[src/rtl/pipe_stage_skid_if.sv]
// Valid/ready handshake bundle for pipe_stage_skid: upstream push side and downstream pop side.
interface pipe_stage_skid_if #(
  parameter int unsigned DATA_W = 160
);
  logic              up_valid_i;
  logic              up_ready_o;
  logic [DATA_W-1:0] up_data_i;
  logic              dn_valid_o;
  logic              dn_ready_i;
  logic [DATA_W-1:0] dn_data_o;

  // The stage itself: consumes upstream, produces downstream.
  modport slave (
    input  up_valid_i, up_data_i, dn_ready_i,
    output up_ready_o, dn_valid_o, dn_data_o
  );

  // Surrounding logic: produces upstream, consumes downstream.
  modport master (
    output up_valid_i, up_data_i, dn_ready_i,
    input  up_ready_o, dn_valid_o, dn_data_o
  );
endinterface

[src/rtl/pipe_stage_skid.sv]
// Parametrised valid/ready pipeline stage: DEPTH-entry circular buffer with registered
// upstream ready, synchronous flush and synchronous active-low reset.
module pipe_stage_skid #(
  parameter int unsigned DATA_W = 160,
  parameter int unsigned DEPTH  = 2,
  localparam int unsigned CNT_W = $clog2(DEPTH + 1)
) (
  input  logic             clk_i,
  input  logic             rst_i,
  input  logic             flush_i,
  pipe_stage_skid_if.slave bus,
  output logic [CNT_W-1:0] count_o
);

  localparam int unsigned PTR_W = (DEPTH > 1) ? $clog2(DEPTH) : 1;

  logic [DATA_W-1:0] mem [DEPTH];
  logic [PTR_W-1:0]  wp;
  logic [PTR_W-1:0]  rp;
  logic [CNT_W-1:0]  cnt;
  logic [CNT_W-1:0]  cnt_next;
  logic              rdy_q;
  logic              push;
  logic              pop;

  function automatic logic [PTR_W-1:0] ptr_inc(input logic [PTR_W-1:0] p);
    return (p == PTR_W'(DEPTH - 1)) ? '0 : p + PTR_W'(1);
  endfunction

  always_comb begin
    push     = bus.up_valid_i & rdy_q;
    pop      = (cnt != '0) & bus.dn_ready_i;
    cnt_next = cnt + CNT_W'(push) - CNT_W'(pop);
  end

  // Ready is computed from the post-update occupancy, so a full buffer popped this
  // cycle only reopens on the following cycle; dn_ready_i never reaches up_ready_o.
  always_ff @(posedge clk_i) begin
    if (!rst_i) begin
      wp    <= '0;
      rp    <= '0;
      cnt   <= '0;
      rdy_q <= 1'b0;
    end else if (flush_i) begin
      wp    <= '0;
      rp    <= '0;
      cnt   <= '0;
      rdy_q <= 1'b1;
    end else begin
      if (push) wp <= ptr_inc(wp);
      if (pop)  rp <= ptr_inc(rp);
      cnt   <= cnt_next;
      rdy_q <= (cnt_next < CNT_W'(DEPTH));
    end
  end

  // Storage has no reset; entries are only meaningful while counted in cnt.
  always_ff @(posedge clk_i) begin
    if (rst_i && !flush_i && push) mem[wp] <= bus.up_data_i;
  end

  always_comb begin
    bus.up_ready_o = rdy_q;
    bus.dn_valid_o = (cnt != '0);
    bus.dn_data_o  = (cnt != '0) ? mem[rp] : '0;
    count_o        = cnt;
  end

endmodule

[src/flat_wrapper.sv]
// flat-port wrapper written by rule: the top's interface ports become plain ports
module pipe_stage_skid_flat 
#(
  parameter int unsigned DATA_W = 160,
  parameter int unsigned DEPTH  = 2,
  localparam int unsigned CNT_W = $clog2(DEPTH + 1)
)
  (clk_i, rst_i, flush_i, count_o, bus_up_valid_i, bus_up_data_i, bus_dn_ready_i, bus_up_ready_o, bus_dn_valid_o, bus_dn_data_o);
  pipe_stage_skid_if #(.DATA_W(DATA_W)) bus_i ();
  input  logic clk_i;
  input  logic rst_i;
  input  logic flush_i;
  output logic [CNT_W-1:0] count_o;
  input wire logic [$bits(bus_i.up_valid_i)-1:0] bus_up_valid_i;
  input wire logic [$bits(bus_i.up_data_i)-1:0] bus_up_data_i;
  input wire logic [$bits(bus_i.dn_ready_i)-1:0] bus_dn_ready_i;
  output wire logic [$bits(bus_i.up_ready_o)-1:0] bus_up_ready_o;
  output wire logic [$bits(bus_i.dn_valid_o)-1:0] bus_dn_valid_o;
  output wire logic [$bits(bus_i.dn_data_o)-1:0] bus_dn_data_o;
  assign bus_i.up_valid_i = bus_up_valid_i;
  assign bus_i.up_data_i = bus_up_data_i;
  assign bus_i.dn_ready_i = bus_dn_ready_i;
  assign bus_up_ready_o = bus_i.up_ready_o;
  assign bus_dn_valid_o = bus_i.dn_valid_o;
  assign bus_dn_data_o = bus_i.dn_data_o;
  pipe_stage_skid #(.DATA_W(DATA_W), .DEPTH(DEPTH)) u_core (.clk_i(clk_i), .rst_i(rst_i), .flush_i(flush_i), .bus(bus_i), .count_o(count_o));
endmodule
[config.mk]
export PLATFORM = sky130hd
export DESIGN_NAME = pipe_stage_skid_flat
export DESIGN_NICKNAME = d
export VERILOG_FILES = /design/src/rtl/pipe_stage_skid_if.sv /design/src/rtl/pipe_stage_skid.sv /design/src/flat_wrapper.sv
export SDC_FILE = /design/constraint.sdc
export NUM_CORES = 1
export LEC_CHECK = 0
export BUFFER_PORTS_ARGS = -buffer_cell sky130_fd_sc_hd__buf_2
export CAP_MARGIN = 20
export CORE_MARGIN = 1.5
export CORE_UTILIZATION = 52
export DETAILED_ROUTE_END_ITERATION = 8
export PLACE_DENSITY_LB_ADDON = 0.2
export SLEW_MARGIN = 20
export SYNTH_ARGS = -nofsm -noshare
export SYNTH_HDL_FRONTEND = slang
export SYNTH_SLANG_ARGS = --single-unit
[constraint.sdc]
create_clock -name clk_i -period 18.4 [get_ports clk_i]
set_input_delay 1.84 -clock clk_i [delete_from_list [all_inputs] [get_ports clk_i]]
set_output_delay 1.84 -clock clk_i [all_outputs]
set_load 0.02 [all_outputs]
==> out/metrics.cfg <==
[global_routing]
met3_usage=0.0562
use_met1=0.253
globalRoute.busiestLayer=met2
grt.total_usage=0.188
antenna_found_initial=9
grt_start_max_net_pins=84
grt_pass1_vias=6542
met2_usage=0.299
grt_overflow_total=0
grt_pass1_wl_um=35100

[setup_path]
r2r_start=u_core.bus.up_ready_o$_SDFF_PN0_
rr_worst_depth=4
crit_type=reg2out
worst_setup_path_end_kind=output pin
critPathLaunchType=register
path_max_fanout=61
crit_end=bus_dn_data_o[135]
r2r_slack_ns=16.19
arrival_ns=2.89
timing.rr.end=u_core.mem[0][69]$_DFFE_PP_
required_ns=16.56

[timing]
post-route-period-util=0.257
slew_viol_final=0
worstMarginPinSlew_ns=1.07
min_period_ns=4.73
finClkSkew_ns=0.00750
fin_tns_setup_ns=0
finalSetupViolCount=0
rsz0062_at_grt=no
hold_violations=0
whs_ns=0.524
fmax_mhz=211
relSlewSlack=0.287

[floorplan]
fp.dieW_um=157
io-pin-count=329
std_cell_rows=56
initial_core_util=0.529
core-area_sq_mm=0.0234
dieArea_sq_mm=0.0247
fp.dieH_um=157

[synth]
synth_top_area_share=0.777
synth_cells=706
synth_top_area_cell=edfxtp_1
ys.flop_type=edfxtp_1
synth_fp_nets=873
synth.avg_cell_area_sq_um=17.5
yosysWarnings=0
synth-edff-count=320
yosys.cell_types.count=19
ys_ff_latch=326
synthTopCellsByArea=edfxtp_1, mux2i_1, nor2_1, buf_8, dfxtp_1
yosysMostFrequentCell=edfxtp_1
yosys-top-cells-count=edfxtp_1, nor2_1, mux2i_1, buf_8, buf_2
ys_seq_area_frac=0.786
netlist_area_sq_mm=0.0124
async_flop_share=0

[detailed_routing]
avgRoutedWirePerCell_um=17.6
final_antenna_net_count=0
finalWirelength_um=24500
vias_per_cell=4.99
dr_total_vias=6973
drc=0
firstDrtPassIters=5
dr.first_iter.drc_count=465

[cts]
hold_buffers=0
cts_num_sinks=326
cts_root_buffer=clkbuf_16
clk_latency_ns=0.50
cts_resized=0
htree_levels=2
post_cts_buffers=0
cts_made_buffers=34
path_clk_slew_ns=0.06
cts_tree=done
cts.path.max_buffers=3

[finish]
layout-drive-gt1-share=0.364
nets=1212
area_growth_syn_to_layout_pct=23.9
design_area_sq_mm=0.0153

[placed_design]
hpwl_um=15700
io_buffers=328
globalplace.congestion=0.754
dpl-instance-area_sq_mm=0.0142

[power_and_ir_drop]
p_leak_nw=5.71
peakVddDrop_v=0.0000790
p_per_area_mw_per_mm2=104
finalPower_w=0.00159

[hold_path]
hp-start=u_core.rp$_SDFFE_PP0P_
hp-class=reg2reg

[run]
cap_violations=0

[outcome]
outcome=complete, no violations

==> routing by layer <==
layer	vias to the layer above	routed length, um
li1	3301	-
met1	3337	10300
met2	293	11500
met3	38	2240
met4	4	381
met5	-	23
==> cell families after synthesis <==
logic type	count (synthesis)	share of synthesized area
AO/OA/AOI/OAI	2	0.00101
XOR/XNOR	4	0.00283
adder cells (fa/ha/maj)	2	0.00202
buffers and inverters	42	0.0259
flip-flops	326	0.786
multiplexers	160	0.129
AND/OR/NAND/NOR	170	0.0526
==> registers in the layout (all words and copies together), names as in the netlist, named ones only <==
register               flops
u_core.wp                  1
u_core.mem               320
u_core.rp                  1
u_core.bus.up_ready_o      1
u_core.count_o             2
==> final cells by class <==
| cell class | instances | area [sq um] |
|---|---|---|
| Sequential cell | 326 | 9730 |
| Fill cell | 1771 | 8070 |
| Multi-Input combinational cell | 338 | 2330 |
| Timing Repair Buffer | 338 | 1720 |
| Clock buffer | 50 | 1000 |
| Tap cell | 319 | 399 |
| Clock inverter | 11 | 101 |
| Inverter | 7 | 26.3 |
| Antenna cell | 7 | 17.5 |
==> critical path: stages (launching register included) <==
cell and delay [ns]:
dfxtp_4 0.81, buf_4 0.91, mux2i_1 0.34, nor2_1 0.06, buf_2 0.19
==> through the flow <==
| step | utilization | worst slack (ns) | instances |
|---|---|---|---|
| floorplan | - | 4.66 | 706 |
| global placement | 0.607 | 14.14 | 1328 |
| detailed placement | 0.607 | 14.16 | 1328 |
| CTS | 0.654 | 13.61 | 1389 |
| global route | 0.655 | 13.48 | 1392 |
| finish | 0.655 | 13.67 | 1396 |
==> worst min path at each step <==
stage                                        end  cells past startpoint  slack [ns]
final                     u_core.rp$_SDFFE_PP0P_                      2        0.52
after global routing      u_core.rp$_SDFFE_PP0P_                      2        0.58
after detailed placement  u_core.rp$_SDFFE_PP0P_                      2        0.51
after floorplan                         register                      2        0.47
after global placement    u_core.rp$_SDFFE_PP0P_                      2        0.49
after CTS                 u_core.rp$_SDFFE_PP0P_                      2        0.52
==> power by group <==
group          total (W)  switching, W  internal (W)
combinational   0.000100     0.0000646     0.0000357
sequential      0.000829    0.00000318      0.000825
clock           0.000665      0.000259      0.000406
==> cells in the final DEF, fill, tap and decap left out, drive strengths merged <==
cell type	instances
nand2	1
clkbuf	50
nand2b	1
buf	338
inv	7
nor3	2
dfxtp	6
xor2	2
clkinv	9
xnor2	2
bufinv	2
o21a	1
ha	2
diode	7
nor2	166
edfxtp	320
mux2i	160
o21ai	1
(Power assumes the default switching activity.)
